[src/rtl/fifo_ptr_pkg.sv]
// ============================================================================
// Module      : fifo_ptr_pkg
// Description : Shared FIFO pointer defaults and Gray/binary conversion helpers.
// Revision    : 1.0  initial release
// ============================================================================
`default_nettype none

package fifo_ptr_pkg;

    localparam int ADDR_W_DEF = 9;
    // Helpers work on a fixed wide vector; callers zero-extend and truncate,
    // which is exact for any pointer width up to PTR_FN_W.
    localparam int PTR_FN_W   = 32;

    function automatic logic [PTR_FN_W-1:0] bin2gray(input logic [PTR_FN_W-1:0] b);
        return b ^ (b >> 1);
    endfunction

    function automatic logic [PTR_FN_W-1:0] gray2bin(input logic [PTR_FN_W-1:0] g);
        logic [PTR_FN_W-1:0] b;
        b[PTR_FN_W-1] = g[PTR_FN_W-1];
        for (int i = PTR_FN_W - 2; i >= 0; i--) begin
            b[i] = b[i+1] ^ g[i];
        end
        return b;
    endfunction

endpackage

`default_nettype wire

[src/rtl/ptr_sync_2ff.sv]
// ============================================================================
// Module      : ptr_sync_2ff
// Description : Two-flop synchroniser for a Gray pointer, sync active-low reset.
// Revision    : 1.0  initial release
// ============================================================================
`default_nettype none

module ptr_sync_2ff #(
    parameter int WIDTH = 10
) (
    input  logic             clk,
    input  logic             rstn,
    input  logic [WIDTH-1:0] i_d,
    output logic [WIDTH-1:0] o_q
);

    logic [WIDTH-1:0] r_meta;
    logic [WIDTH-1:0] r_sync;

    always_ff @(posedge clk) begin
        if (!rstn) begin
            r_meta <= '0;
            r_sync <= '0;
        end else begin
            r_meta <= i_d;
            r_sync <= r_meta;
        end
    end

    assign o_q = r_sync;

endmodule

`default_nettype wire

[src/rtl/wr_ptr_flag_ctrl.sv]
// ============================================================================
// Module      : wr_ptr_flag_ctrl
// Description : FIFO write pointer, occupancy, full/almost-full, overflow, ack.
//               Define WR_PTR_SYNC_EN to synchronise i_rd_gray into i_wr_clk.
// Revision    : 1.0  initial release
// ============================================================================
`default_nettype none

module wr_ptr_flag_ctrl
    import fifo_ptr_pkg::*;
#(
    parameter int ADDR_W    = ADDR_W_DEF,
    parameter int AFULL_RST = 508
) (
    input  logic              i_wr_clk,
    input  logic              i_wr_rstn,
    input  logic              i_wr_en,
    input  logic [ADDR_W:0]   i_rd_gray,
    input  logic [ADDR_W:0]   i_afull_thresh,
    input  logic              i_clr_ovf,
    output logic [ADDR_W-1:0] o_wr_addr,
    output logic              o_wr_we,
    output logic [ADDR_W:0]   o_wr_gray,
    output logic [ADDR_W:0]   o_wr_cnt,
    output logic              o_full,
    output logic              o_almost_full,
    output logic              o_wr_ack,
    output logic              o_overflow
);

    localparam int               PTR_W   = ADDR_W + 1;
    localparam int               DEPTH   = 1 << ADDR_W;
    localparam logic [PTR_W-1:0] c_DEPTH = PTR_W'(DEPTH);

    logic [PTR_W-1:0] r_bin;
    logic [PTR_W-1:0] r_gray;
    logic [PTR_W-1:0] r_cnt;
    logic             r_full;
    logic             r_afull;
    logic             r_ack;
    logic             r_ovf;

    logic [PTR_W-1:0] w_rd_gray;
    logic [PTR_W-1:0] w_rd_bin;
    logic [PTR_W-1:0] w_bin_nxt;
    logic [PTR_W-1:0] w_cnt_nxt;
    logic             w_fire;

`ifdef WR_PTR_SYNC_EN
    ptr_sync_2ff #(
        .WIDTH (PTR_W)
    ) u_rd_sync (
        .clk  (i_wr_clk),
        .rstn (i_wr_rstn),
        .i_d  (i_rd_gray),
        .o_q  (w_rd_gray)
    );
`else
    assign w_rd_gray = i_rd_gray;
`endif

    assign w_rd_bin  = PTR_W'(gray2bin(PTR_FN_W'(w_rd_gray)));
    assign w_fire    = i_wr_en & ~r_full;
    assign w_bin_nxt = r_bin + {{ADDR_W{1'b0}}, w_fire};
    // Modulo 2*DEPTH difference; read side may lag, so this only over-reports.
    assign w_cnt_nxt = w_bin_nxt - w_rd_bin;

    always_ff @(posedge i_wr_clk) begin
        if (!i_wr_rstn) begin
            r_bin   <= '0;
            r_gray  <= '0;
            r_cnt   <= '0;
            r_full  <= 1'b0;
            r_afull <= 1'b0;
        end else begin
            r_bin   <= w_bin_nxt;
            r_gray  <= PTR_W'(bin2gray(PTR_FN_W'(w_bin_nxt)));
            r_cnt   <= w_cnt_nxt;
            r_full  <= (w_cnt_nxt == c_DEPTH);
            r_afull <= (w_cnt_nxt >= i_afull_thresh);
        end
    end

    // A new blocked write takes priority over a clear in the same cycle.
    always_ff @(posedge i_wr_clk) begin
        if (!i_wr_rstn) begin
            r_ack <= 1'b0;
            r_ovf <= 1'b0;
        end else begin
            r_ack <= w_fire;
            if (i_wr_en && r_full) begin
                r_ovf <= 1'b1;
            end else if (i_clr_ovf) begin
                r_ovf <= 1'b0;
            end
        end
    end

    assign o_wr_addr     = r_bin[ADDR_W-1:0];
    assign o_wr_we       = w_fire;
    assign o_wr_gray     = r_gray;
    assign o_wr_cnt      = r_cnt;
    assign o_full        = r_full;
    assign o_almost_full = r_afull;
    assign o_wr_ack      = r_ack;
    assign o_overflow    = r_ovf;

endmodule

`default_nettype wire

[config.mk]
export PLATFORM = sky130hd
export DESIGN_NAME = wr_ptr_flag_ctrl
export DESIGN_NICKNAME = d
export VERILOG_FILES = /design/src/rtl/fifo_ptr_pkg.sv /design/src/rtl/ptr_sync_2ff.sv /design/src/rtl/wr_ptr_flag_ctrl.sv
export SDC_FILE = /design/constraint.sdc
export NUM_CORES = 1
export LEC_CHECK = 0
export ABC_CLOCK_PERIOD_IN_PS = 6700
export CORE_MARGIN = 2
export CORE_UTILIZATION = 45
export CTS_CLUSTER_DIAMETER = 30
export CTS_CLUSTER_SIZE = 25
export DETAILED_ROUTE_END_ITERATION = 7
export PLACE_DENSITY = 0.77
export SLEW_MARGIN = 20
export SYNTH_ARGS = -nofsm -noshare
export SYNTH_HDL_FRONTEND = slang
export SYNTH_HIERARCHICAL = 1
export SYNTH_SLANG_ARGS = --single-unit
[constraint.sdc]
create_clock -name i_wr_clk -period 6.7 [get_ports i_wr_clk]
set_clock_uncertainty 0.1 [all_clocks]
set_input_delay 1.675 -clock i_wr_clk [delete_from_list [all_inputs] [get_ports i_wr_clk]]
set_output_delay 1.675 -clock i_wr_clk [all_outputs]
set_load 0.01 [all_outputs]
Yosys cells after proc, flatten, opt, wreduce, memory -nomap -nowiden:

Cells that the tools add are included.

* bits in registers: 34
* input port bits: 24

* add/subtract/negate cells: 2
* magnitude comparators: 1
* eq/ne operators: 1
* muxes and demuxes: 2
* bitwise operators: 12
* reductions and logical operators: 2

Operator list (number)
* $add 10x1->10: 1
* $eq 10x10->1 const B: 1
* $ge 10x10->1: 1
* $sub 10x10->10: 1
* $xor 10x9->10: 1
* $xor 1x1->1: 9
* $mux 1: 2
* $reduce_bool 2->1: 1
* $and 1x1->1: 1
* $logic_and 1x1->1: 1
* $not 1->1: 1

Depth between registers and ports, before layout:

Gate-level depths: netlist of the first run.

* depth in word-level cells: 11
* depth in mapped cells: 18
* gate-level depth less buffers: 18

Least setup slack after synthesis of the first run:

Ideal clock, no wire load.

* kind: input-to-reg
* start: input i_rd_gray[8]
* end: register r_afull (netlist: o_almost_full)
* library setup time: 0.128 ns
* data arrival time: 5.237 ns
* data required time: 6.472 ns
* path slack: 1.235 ns
* stages on the path: 18
* path through: xnor3_2 -> xor2_2 -> xor2_2 -> xor2_2 -> xor2_2 -> xnor2_1 -> ha_1 -> inv_1 -> fa_1 -> a211oi_1 -> o21ai_0 -> a21o_1 -> a21oi_1 -> xnor2_1 -> ha_1 -> o2111a_1 -> o21ai_0 -> o211ai_1

* cells in the longest elaborated chain, start to end: 11

RTL lines
* from (decl): line wr_ptr_flag_ctrl.sv:18 `input logic [ADDR_W:0] i_rd_gray,`
* $xor 1x1->1 (*): line fifo_ptr_pkg.sv:23 `b[i] = b[i+1] ^ g[i];`
* $xor 1x1->1 (8 in series): line fifo_ptr_pkg.sv:23
* $sub 10x10->10 (*): line wr_ptr_flag_ctrl.sv:66 `assign w_cnt_nxt = w_bin_nxt - w_rd_bin;`
* net w_cnt_nxt[8]: line wr_ptr_flag_ctrl.sv:46 `logic [PTR_W-1:0] w_cnt_nxt;`
* $ge 10x10->1 (*): line wr_ptr_flag_ctrl.sv:80 `r_afull <= (w_cnt_nxt >= i_afull_thresh);`
* to (signal assigned): line wr_ptr_flag_ctrl.sv:80
* to (decl): line wr_ptr_flag_ctrl.sv:39 `logic r_afull;`

Mark *: on every way through the listed nets, which the timed path passes. The rest lies on a longest branch.
A chain may end at the register's enable or synchronous reset.

Final worst setup path of the first run:

Ends and elaborated chain as after synthesis.

==> results of run 1 <==
## cells in the mapped netlist
cell,n
o21ai_0,5
and3_1,2
or3_1,1
nand3_1,4
ha_1,22
fa_1,1
nand4_1,2
o31a_1,1
a211o_1,2
xnor3_2,1
nor2_1,9
clkbuf_1,3
o31ai_1,1
dfxtp_1,33
and4_1,2
nor4b_1,1
o32ai_1,1
a22oi_1,1
xnor2_1,11
nand2_1,4
xor2_1,18
nor2b_1,11
a21boi_0,1
or4b_1,2
a21oi_1,6
nand2b_1,3
a211oi_1,1
o2111a_1,1
xor2_2,4
xnor3_1,1
o21a_1,3
inv_1,19
o22a_1,1
and2_1,21
nor3_1,1
a21o_1,4
o211ai_1,1
## path summary, 6_finish.rpt
| path | start | endpoint | slack [ns] | depth (start not counted) |
|---|---|---|---|---|
| setup / recovery | i_rd_gray[8] | o_almost_full | 0.66 | 19 |
| hold / removal | o_overflow | o_overflow | 0.38 | 2 |
| setup reg to reg | o_full | o_almost_full | 2.80 | 15 |
| hold reg to reg | o_overflow | o_overflow | 0.38 | 2 |
## state kept, by name (all words and copies together) (netlist names)
signal / cells
o_full: 1
o_almost_full: 1
o_wr_cnt: 10
o_overflow: 1
r_bin: 10
o_wr_ack: 1
o_wr_gray: 9
## through the flow
stage	worst slack, ns	utilization	std cells	total power (W)	area [sq um]
floorplan	1.235	-	205	0.0004175	1974
finish	0.6619	0.6224	317	0.0006431	2673
detailed placement	0.3990	0.6052	311	0.0005145	2599
CTS	0.6760	0.6224	317	0.0006524	2673
global placement	0.5096	0.6052	311	0.0005102	2599
global route	0.3603	0.6224	317	0.0006914	2673
## area by class of cell
class                           count  share of cell area
Clock buffer                        5             0.02575
Clock inverter                      1            0.001873
Inverter                           19             0.02669
Multi-Input combinational cell    150              0.4607
Sequential cell                    33              0.2472
Tap cell                           52             0.02434
Timing Repair Buffer               57              0.2135
## where the power goes
part | switching (W) | internal (W) | total, W
clock network | 0.0000650 | 0.0000682 | 0.000133
logic | 0.000135 | 0.000149 | 0.000284
registers | 0.00000742 | 0.000219 | 0.000226
total | 0.000208 | 0.000435 | 0.000643
## cell families after synthesis
kind of cell	after synthesis	synth area share
AOI/OAI and AO/OA	29	0.1014
and+or+nand+nor	63	0.1876
xor gates and xnor gates	35	0.1850
DFF	33	0.3346
adders and majority gates	23	0.1496
buffers and inverters	22	0.04183
## metal layers
layer | part of all wire | wire [microns] | vias up
met2 | 0.48 | 1794 | 45
met1 | 0.46 | 1713 | 691
met3 | 0.050 | 185 | 4
met5 | 0 | 0 | -
li1 | - | - | 805
met4 | 0.011 | 41 | 0
## worst min-delay path, cell delays in order (launching register included)
cell	delay (ns)
dfxtp_1	0.31
nand2b_1	0.06
a21boi_0	0.07
==> reports/results.ini, run 1 <==
[route]
drt_wl_total_microns=3734
dr.first_iter.drc_count=82
vias=1545
drtPass1Iterations=4
vias_per_cell=4.874
drc_errors=0
ant_nets=0
wire_per_inst_microns=11.78

[place]
port_buffers=57
place_hpwl_microns=2970
finalWeightedCongestion=0.8343

[cts]
cts-resized-gates=0
cts_max_path_buffers=2
holdBufCountCts=0
clock_sinks=33
cts_root_buf=clkbuf_8
clk_pin_slew_ns=0.06
clkLatencyLatePin_ns=0.28
cts_setup_buffers=0
cts_htree_levels=2
cts_tree=done
cts_inserted_buffers=5

[sta]
hold_violations=0
relSlewSlack=0.4082
slew_violations=0
rsz0062_at_grt=false
worst_slew_pin_slew_ns=0.8850
holdWs_ns=0.3829
fin_crit_sh=0.9012
finalSetupTns_ns=0
fmax_ghz=0.1656
period_needed_ns=6.038
finalSetupViolCount=0

[grt]
grt_max_degree=34
grt_use_met2=0.2736
grt.total_usage=0.1588
grt_pass1_vias=1495
busiest_layer=met2
grt_pass1_wl_microns=6189
grt-ovfl-total=0
grtUsageMet1=0.1888
antenna_found_initial=0
met3_usage=0.04618

[worst_setup_path]
cp-end-kind=flip-flop
crit_chain=clkdlybuf4s50_1 -> xnor3_2 -> xor2_2 -> xor2_2 -> xor2_2 -> xor2_2 -> xnor2_1 -> ha_1 -> inv_1 -> fa_1 -> a211oi_1 -> o21ai_0 -> a21o_1 -> a21oi_1 -> xnor2_1 -> ha_1 -> o2111a_1 -> o21ai_0 -> o211ai_1
crit_type=in2reg
critPathRequiredTime_ns=6.76
critical_path.max_fanout=4
slowest_delay_ns=0.49
crit_family=XOR/XNOR gates
crit_slowest_cell=clkdlybuf4s50_1
critPathBufInv=2
crit_path_start_kind=input port
critPathMostFrequentCell=xor2_2
arrival_ns=6.10

[layout]
layout_common_cells=clkdlybuf4s50_1 (57), dfxtp_1 (33), ha_1 (22)
diodes=0
nets=313
regArea_sq_um=660.6
final_common_cell=clkdlybuf4s50_1
multi_input_area_sq_um=1231
area_growth_syn_to_layout_pct=35.36
nFillCells=384
drive_gt1_frac=0.04151

[outcome]
status=finished, final reports clean

[pwr]
power_density_nw_per_um2=240.6
cellLeakagePower_nw=1.209
ir_worst_vdd_mv=0.1421

[worst_hold_path]
hp-class=reg2reg

[synthesis]
synth-warning-count=6
yosysSeqAreaShare=0.3346
ys_top_cells_by_area=dfxtp_1 (33%), ha_1 (14%), xor2_1 (8.0%)
yosys_register_bits=33
synth_nets=252
syn_avg_cell_area_sq_um=9.631
yosysTopAreaCellShare=0.3346
synth_cell_types=37
synth_cells=205
synthesis.area_sq_um=1974
synth_top_area_cell=dfxtp_1

[floorplanning]
die_x_microns=70.24
core_sq_um=4294
io_pins=58
die_h_microns=70.24
rows=24
dieArea_sq_um=4934
initial_core_util=0.4598

[job]
maxCapViolCount=0

No activity file was read; power rests on OpenSTA's default activity.
==> inputs of run 2 (changes only) <==
ABC_CLOCK_PERIOD_IN_PS = 7400   (was 6700)
clock period = 7.4 ns   (was 6.7 ns; I/O delays follow)
==> run 2 against run 1 <==
Effect of this change:
- critical path depth did not move
- combinational power is 8.8% lower
- core utilization rose by 0.29 points
- sequential share of layout area fell by 0.12 points
- final cell count increased by 0.32%
- final area is 0.47% higher
- count of clock-buffer cells in the layout up 2
- worst setup slack gained 0.54 ns
- sequential power down 9.3%
- first-iteration DRC count down 22%
- via count about the same
==> reports/results.ini, run 2 (synthesis gave the netlist of run 1 again) <==
[worst_setup_path]
slowest_delay_ns=0.49  ; about the same
crit_chain=clkdlybuf4s50_1 -> xnor3_2 -> xor2_2 -> xor2_2 -> xor2_2 -> xor2_2 -> xnor2_1 -> ha_1 -> inv_1 -> fa_1 -> a211oi_1 -> o21ai_0 -> a21o_1 -> a21oi_1 -> xnor2_1 -> ha_1 -> o2111a_1 -> o21ai_0 -> o211ai_1
critPathMostFrequentCell=xor2_2
crit_path_start_kind=input port
crit_slowest_cell=clkdlybuf4s50_1
critical_path.max_fanout=4  ; unchanged
arrival_ns=6.26  ; +0.16 ns
critPathRequiredTime_ns=7.46  ; +0.70 ns
cp-end-kind=flip-flop
crit_type=in2reg

[sta]
rsz0062_at_grt=false
worst_slew_pin_slew_ns=0.8913  ; +0.006356 ns
finalSetupTns_ns=0  ; unchanged
hold_violations=0  ; unchanged
fin_crit_sh=0.8375
finalSetupViolCount=0  ; unchanged
fmax_ghz=0.1614
period_needed_ns=6.198
relSlewSlack=0.4039  ; -0.004250
slew_violations=0  ; unchanged

[grt]
grt_max_degree=34  ; unchanged
grt_pass1_vias=1476  ; -1.3%
grt.total_usage=0.1689  ; +0.01007
grt_pass1_wl_microns=6492  ; +4.9%
antenna_found_initial=0  ; unchanged
grt-ovfl-total=0  ; unchanged

[pwr]
power_density_nw_per_um2=222.1  ; -7.7%
pwr-share-comb=0.434  ; -0.008
p_sw_w=0.0001894  ; -8.8%
p_seq_frac=0.343  ; -0.008
cellLeakagePower_nw=1.214  ; +0.37%
switching_share=0.3176  ; -0.005200
intPower_w=0.0004069  ; -6.6%
clockPowerShare=0.223  ; +0.016
ir_worst_vdd_mv=0.1304  ; -8.2%

[floorplanning]
die_h_microns=70.24  ; unchanged
dieArea_sq_um=4934  ; unchanged
core_sq_um=4294  ; unchanged
initial_core_util=0.4598  ; unchanged
die_x_microns=70.24  ; unchanged
rows=24  ; unchanged
io_pins=58  ; unchanged

[cts]
clk_pin_slew_ns=0.06  ; about the same
cts_inserted_buffers=5  ; unchanged
cts_setup_buffers=0  ; unchanged
cts_tree=done
cts-resized-gates=0  ; unchanged
cts_max_path_buffers=2  ; unchanged
cts_root_buf=clkbuf_8
clkLatencyLatePin_ns=0.28  ; about the same
holdBufCountCts=0  ; unchanged
cts_htree_levels=2  ; unchanged
clock_sinks=33  ; unchanged

[job]
maxCapViolCount=0  ; unchanged

[layout]
drive_gt1_frac=0.04135  ; -0.0001561
postLayoutCoreUtil=0.6253  ; +0.002913
area_growth_syn_to_layout_pct=36.00
diodes=0  ; unchanged
layout_common_cells=clkdlybuf4s50_1 (57), dfxtp_1 (33), ha_1 (22)
final_common_cell=clkdlybuf4s50_1
final_area_sq_um=2685  ; +0.47%
fin_cells=318  ; +0.32%
nets=313  ; unchanged

[route]
vias_per_cell=4.862  ; -0.25%
vias=1546  ; +0.065%
dr.first_iter.drc_count=64  ; -22%
drtPass1Iterations=4  ; unchanged
wire_per_inst_microns=12.07  ; +2.4%
drt_wl_total_microns=3837  ; +2.8%
ant_nets=0  ; unchanged
drc_errors=0  ; unchanged

[place]
place_hpwl_microns=3056  ; +2.9%
finalWeightedCongestion=0.8346  ; about the same
port_buffers=57  ; unchanged
place_area_sq_um=2599  ; unchanged
placed_cells=311  ; unchanged

[outcome]
status=finished, final reports clean

[worst_hold_path]
hp-class=reg2reg

[run 2: worst paths after layout]
path | cells past startpoint | slack (ns) | endpoint | start
setup / recovery | 19 | 1.20 | o_almost_full | i_rd_gray[8]
hold / removal | 2 | 0.40 | o_overflow | o_overflow
setup reg to reg | 15 | 3.48 | o_almost_full | o_full
hold reg to reg | 2 | 0.40 | o_overflow | o_overflow
[run 2: per-layer routing]
metal,part of all wire,vias to the layer above,GRT usage
met5,0,-,0
met4,0.019,0,0.07692
met3,0.056,7,0.05051
met2,0.48,42,0.2820
met1,0.44,691,0.1982
li1,-,806,-
[run 2: layout make-up]
cell class	count	area [sq um]
Fill cell	378	1609
Multi-Input combinational cell	150	1231
Sequential cell	33	660.6
Timing Repair Buffer	57	570.5
Clock buffer	7	86.33
Inverter	19	71.32
Tap cell	52	65.06
[run 2: power by group through the flow]
stage | sequential [W] | clock [W] | combinational (W)
2_1_floorplan | 0.000218 | 0 | 0.000160
3_3_place_gp | 0.000209 | 0 | 0.000253
3_5_place_dp | 0.000208 | 0 | 0.000260
4_1_cts | 0.000205 | 0.000138 | 0.000263
5_1_grt | 0.000206 | 0.000146 | 0.000288
6_report | 0.000205 | 0.000133 | 0.000259
[run 2: stage by stage]
step | worst slack (ns) | hold slack (ns) | total power [W]
finish | 1.202 | 0.4019 | 0.0005963
global route | 0.8289 | 0.4369 | 0.0006404
CTS | 1.209 | 0.4038 | 0.0006059
detailed placement | 0.9146 | 0.3951 | 0.0004678
global placement | 1.035 | 0.3763 | 0.0004620
floorplan | 1.760 | 0.3974 | 0.0003780
[run 2: critical path, delay by kind of cell]
family	cells	cell delay, ns
XOR/XNOR	7	1.78
AO/OA/AOI/OAI	7	1.21
adder cells (fa/ha/maj)	3	0.87
buffers and inverters	2	0.54
